## config.mk

```make
export PLATFORM = sky130hd
export DESIGN_NAME = pkt_bridge_fifo
export DESIGN_NICKNAME = d
export VERILOG_FILES = /design/src/rtl/pkt_bridge_fifo.sv
export SDC_FILE = /design/constraint.sdc
export NUM_CORES = 1
export LEC_CHECK = 0
export CAP_MARGIN = 30
export CORE_UTILIZATION = 60
export DETAILED_ROUTE_END_ITERATION = 10
export PLACE_DENSITY = 0.78
export SLEW_MARGIN = 20
export SYNTH_ARGS = -nofsm -noshare
export SYNTH_HDL_FRONTEND = slang
export SYNTH_SLANG_ARGS = --single-unit
```

## constraint.sdc

```tcl
create_clock -name clk -period 7.1 [get_ports clk]
set_clock_uncertainty 0.2 [all_clocks]
set_input_delay 1.775 -clock clk [delete_from_list [all_inputs] [get_ports clk]]
set_output_delay 1.775 -clock clk [all_outputs]
set_load 0.02 [all_outputs]
```

## src/rtl/pkt_bridge_fifo.sv

```systemverilog
// Packet-aware FIFO: words are written into a pending region and become visible to the
// reader only on commit; abort (or a commit of a packet that overflowed) discards them.
module pkt_bridge_fifo #(
  parameter int unsigned DATA_WIDTH  = 8,
  parameter int unsigned ADDR_BITS   = 6,
  parameter int unsigned AFULL_LEVEL = 56
) (
  input  logic                  clk,
  input  logic                  n_rst,
  input  logic                  w_enable,
  input  logic [DATA_WIDTH-1:0] w_data,
  input  logic                  commit,
  input  logic                  abort,
  input  logic                  r_enable,
  input  logic                  clear_err,
  output logic [DATA_WIDTH-1:0] r_data,
  output logic                  empty,
  output logic                  full,
  output logic                  almost_full,
  output logic [ADDR_BITS:0]    count,
  output logic [ADDR_BITS:0]    pending,
  output logic                  overflow,
  output logic                  underflow,
  output logic                  drop
);

  localparam int unsigned DEPTH = 2 ** ADDR_BITS;

  typedef enum logic [1:0] {StIdle, StPkt, StPoison} state_e;

  logic [DATA_WIDTH-1:0] r_mem [DEPTH];
  logic [ADDR_BITS:0]    r_wr_ptr, r_cmt_ptr, r_rd_ptr;
  state_e                r_state;
  logic                  r_overflow, r_underflow, r_drop;
  logic [DATA_WIDTH-1:0] r_data_q;

  logic [ADDR_BITS:0]    w_total, w_wr_ptr_inc, w_wr_ptr_d, w_cmt_ptr_d;
  state_e                w_state_d;
  logic                  w_wr_ok, w_wr_drop, w_rd_ok, w_rd_unf;
  logic                  w_poisoned, w_discard, w_drop_d;

  assign w_total     = r_wr_ptr - r_rd_ptr;
  assign count       = r_cmt_ptr - r_rd_ptr;
  assign pending     = r_wr_ptr - r_cmt_ptr;
  assign empty       = (count == '0);
  assign full        = (w_total == (ADDR_BITS + 1)'(DEPTH));
  assign almost_full = (32'(w_total) >= AFULL_LEVEL);
  assign overflow    = r_overflow;
  assign underflow   = r_underflow;
  assign drop        = r_drop;
  assign r_data      = r_data_q;

  assign w_wr_ok      = w_enable & ~full;
  assign w_wr_drop    = w_enable & full;
  assign w_rd_ok      = r_enable & ~empty;
  assign w_rd_unf     = r_enable & empty;
  assign w_wr_ptr_inc = r_wr_ptr + {{ADDR_BITS{1'b0}}, w_wr_ok};

  // A write dropped this cycle poisons the packet before commit is evaluated.
  assign w_poisoned = (r_state == StPoison) | w_wr_drop;
  assign w_discard  = (abort & ((r_state != StIdle) | w_enable)) | (commit & w_poisoned);

  always_comb begin
    w_state_d   = r_state;
    w_wr_ptr_d  = w_wr_ptr_inc;
    w_cmt_ptr_d = r_cmt_ptr;
    w_drop_d    = 1'b0;
    if (w_discard) begin
      w_wr_ptr_d = r_cmt_ptr;
      w_state_d  = StIdle;
      w_drop_d   = 1'b1;
    end else if (commit) begin
      w_cmt_ptr_d = w_wr_ptr_inc;
      w_state_d   = StIdle;
    end else if (w_wr_drop) begin
      w_state_d = StPoison;
    end else if (w_wr_ok && r_state == StIdle) begin
      w_state_d = StPkt;
    end
  end

  always_ff @(posedge clk or negedge n_rst) begin
    if (!n_rst) begin
      r_wr_ptr    <= '0;
      r_cmt_ptr   <= '0;
      r_rd_ptr    <= '0;
      r_state     <= StIdle;
      r_overflow  <= 1'b0;
      r_underflow <= 1'b0;
      r_drop      <= 1'b0;
      r_data_q    <= '0;
    end else begin
      r_wr_ptr    <= w_wr_ptr_d;
      r_cmt_ptr   <= w_cmt_ptr_d;
      r_state     <= w_state_d;
      r_drop      <= w_drop_d;
      r_overflow  <= w_wr_drop | (r_overflow & ~clear_err);
      r_underflow <= w_rd_unf | (r_underflow & ~clear_err);
      if (w_rd_ok) begin
        r_data_q <= r_mem[r_rd_ptr[ADDR_BITS-1:0]];
        r_rd_ptr <= r_rd_ptr + 1'b1;
      end
    end
  end

  // Storage is not reset; pointers alone define what is valid.
  always_ff @(posedge clk) begin
    if (w_wr_ok) r_mem[r_wr_ptr[ADDR_BITS-1:0]] <= w_data;
  end

endmodule

```

==> PnR_summary.wiki <==
{| class="wikitable"
! Metric !! Value
|-
| Outcome || finished clean
|-
| Max cap viols || 0
|-
| Die Width || between 150 and 200 µm
|-
| Final Max Slew Viols || 0
|-
| Pwr dens || between 400 and 500 nW/µm²
|-
| Total Routed Length || between 40 and 50 mm
|-
| Number of port buffers || 42
|-
| Leakage Power || between 8 and 9 nW
|-
| HPWL Detailed || 29.08 mm
|-
| Worst Slack Setup Final || 0.7626 ns
|-
| CP bufs+invs || 3
|-
| Slowest-stage cell, CP || dfrtp_1
|-
| Slowest cell delay on critical path || 0.85 ns
|-
| Post-synth ARST share || 6.227%
|-
| Top-level I/O count || 43
|-
| Number of synthesized register bits || between 500 and 600
|-
| Worst Hold Path Cells || 1
|-
| Initial core utilization || approximately 60%
|-
| Clock-pin slew reported for the worst setup and hold paths after clock tree synthesis || 0.06 ns
|-
| Number of core rows || 70
|-
| Pin count of the biggest net entering global routing || 114
|-
| # hold bufs at CTS || 0
|-
| Fin crit share || about nine tenths
|-
| Buffer levels on the longest clock path || 3
|-
| Final total negative setup slack || 0 ns
|-
| Total nets after synthesis || 1207
|-
| Top_reg_cell synth || edfxtp_1
|-
| Mapped Area || about 22000 µm²
|-
| Number of hold-slack violations in the final timing report || 0
|-
| First-pass GRT wire length || 72.29 mm
|-
| Area growth, synth to finish || 11.19%
|-
| Cell at the root of the clock tree || clkbuf_16
|-
| Final antenna-violating net count || 0
|-
| Die Ht || 194.7 µm
|-
| Worst Setup End Kind || primary output
|-
| Number of gates resized after CTS || 0
|-
| Most repeated cell in the gate-level netlist after synthesis || edfxtp_1
|-
| Proportion of layout cells with a drive suffix above 1 || roughly a fifth
|-
| Hold path startpoint || overflow
|-
| Most prevalent standard cell on the critical path || a21o_1
|-
| Number of enable flip-flop cells after synthesis || 512
|-
| Post-synth top area share || 69.00%
|-
| Cells along the critical path || inv_1, ha_1, a21o_1, a21o_1, nor4_1, o221ai_2, inv_2, clkdlybuf4s50_1
|-
| Worst rel slew slack || 30.45%
|-
| Share of synthesized area spent on multiplexers || ~14%
|-
| CTS HTree Levels || 2
|-
| Critical setup path kind || reg -> out
|-
| Largest fanout on the critical path || 28
|-
| Startpoint type of the worst setup path || flip-flop
|-
| Worst Reg-to-Reg Cells || 8
|-
| Largest area contributor in the synthesized netlist || edfxtp_1
|-
| Combinational family with the most area after synthesis || multiplexers
|-
| Mapped Avg Cell Area || 19.06 µm²
|-
| XOR/XNOR Fraction of Synth Area || 0.9434%
|-
| Per-cell routed wire length || ~28 µm
|-
| Antenna diode instance count || 0
|-
| Critical Path RT || 5.12 ns
|-
| Simple-gate area share of the yosys netlist || roughly 4.1%
|-
| Count of mapped cells out of synthesis || 1169
|-
| GP Congestion || 0.9715
|-
| Die ar. || 37910 µm²
|-
| Data arrival time of the critical path || around 4.4 ns
|-
| Post-synth cell types || 57
|-
| Number of iterations in the first detailed-routing pass || 5
|-
| Count of vias placed by the detailed router || around 11000
|-
| CTS tree || built
|-
| Vias per cell || 6.654
|-
| DRC violation count after routing || 0
|-
| Family of cells with the greatest summed delay on the critical path || buffers and inverters
|-
| Setup repair after global routing missed its margin || false
|-
| Syn. warnings || 0
|-
| F_max || 157.8 MHz
|-
| Tightest Hold Check Type || reg -> reg
|-
| Worst Max-Slew Pin Slew || 1.043 ns
|-
| Number of global-route vias before repair || ~12000
|-
| Reg-to-Reg Start || r_rd_ptr[3]
|-
| Cell count along the critical path || 8
|-
| Maximum resistive drop on vdd || 0.0002236 V
|-
| Worst skew pair latency || 0.61 ns
|-
| Top cells by area in the synthesized netlist || edfxtp_1 69%, mux4_2 13%, dfrtp_1 3.8%
|-
| Initial antenna violation count || 0
|-
| Post-synthesis compound-gate area fraction || 4.464%
|-
| Total overflow reported by the global router || 0
|-
| Post-Synth Adder-Cell Area || roughly 1.4%
|-
| Commonest cells in the synthesized netlist || 512 x edfxtp_1, 128 x mux4_2, 88 x nor2_1, 34 x a21oi_1, 34 x dfrtp_1
|-
| Shortest period the worst path allows || 6.337 ns
|-
| Sequential-to-total area share from yosys stat || 72.82%
|-
| Starting DRT DRC Count || 1209
|-
| Net count, final || about 1300
|-
| Setup violation total in the final timing report || 0
|-
| Setup Buffers After CTS || 0
|-
| Setup WS pre-CTS || 1.418 ns
|-
| Total Routing Usage GR || 26.04%
|-
| Number of inserted filler cells in the final layout || 2305
|-
| CP Launch Point || r_rd_ptr[3]
|-
| Clk sinks || around 550
|-
| Inserted Clock Buffers || 53
|-
| Core Box Area || 36610 µm²
|}
==> layer usage <==
metal	GRT usage (%)	part of all wire, %	vias up
met3	5.067	8.7	94
met5	0	0	-
met1	38.39	41	5938
li1	-	-	4878
met2	39.39	47	574
met4	9.377	2.8	0
==> layout make-up <==
cell class	count	area (µm²)	area share [%]
sequential	546	16230	65.53
multi-input combinational	538	5644	22.78
clock buffer	66	1375	5.551
inverter	29	108.9	0.4394
clock inverter	21	222.7	0.8990
timing repair buffer	58	603.1	2.434
tap	468	585.6	2.364
==> cells by family after synthesis <==
family | Yosys count
flops | 546
simple gates | 192
xor+xnor | 24
fa+ha+maj | 23
mux | 160
buf+inv | 85
compound gates | 139
==> final timing paths <==
path	slack (ns)	endpoint
worst max-delay path	0.76	full
worst min register to register	0.28	overflow
worst max register to register	1.82	r_mem[32][1]
worst min-delay path	0.28	overflow
max in group asynchronous	4.92	r_rd_ptr[0]
min in group asynchronous	1.40	r_cmt_ptr[5]
==> per-stage QoR <==
stage	total power [mW]	hold WS, ns	instances	area, µm²	utilization [%]
2_1_floorplan	6.514	0.2969	1169	22280	-
3_3_place_gp	7.620	0.2581	1632	23030	62.92
3_5_place_dp	7.688	0.2700	1639	23170	63.30
4_1_cts	10.32	0.2837	1726	24770	67.66
5_1_grt	10.74	0.3130	1726	24770	67.67
6_report	10.31	0.2823	1726	24770	67.67
==> report_power, final <==
part,switching (mW),total (mW),internal [mW],leakage [nW]
clock network,1.15,2.63,1.48,0.773
logic,2.04,3.67,1.63,2.25
registers,0.292,4.01,3.72,5.01
total,3.48,10.3,6.83,8.04
==> state kept, by name (all words and copies together), names as in the netlist <==
| name | cells |
|---|---|
| r_state | 2 |
| r_rd_ptr | 7 |
| r_mem | 512 |
| r_wr_ptr | 7 |
| r_data | 8 |
| r_cmt_ptr | 7 |
| underflow | 1 |
| overflow | 1 |
| drop | 1 |
==> placed cells by master, fill, tap and decap left out, types with 3 or more instances in the layout <==
master             n
a211oi_1          13
a21o_1             6
a21oi_1           34
a22oi_1           32
a31oi_1            5
and2_1             3
and3_1            10
buf_12             8
buf_2              7
buf_4              9
bufinv_16          3
clkbuf_1          13
clkbuf_16         53
clkdlybuf4s50_1   34
clkinv_1          10
clkinv_2           5
dfrtp_1           31
edfxtp_1         512
ha_1              21
inv_1             26
mux2_2             8
mux2i_1           22
mux4_2           128
nand2_1           26
nand2b_1          14
nand3_1            9
nand3b_1           7
nand4_1            3
nor2_1            88
nor2b_1            7
nor3_1             7
nor4_1             3
o21ai_0           13
o311ai_0          15
or3_1              3
or4_1              8
xnor2_1           12
xor2_1            12
(Power assumes the default switching activity.)
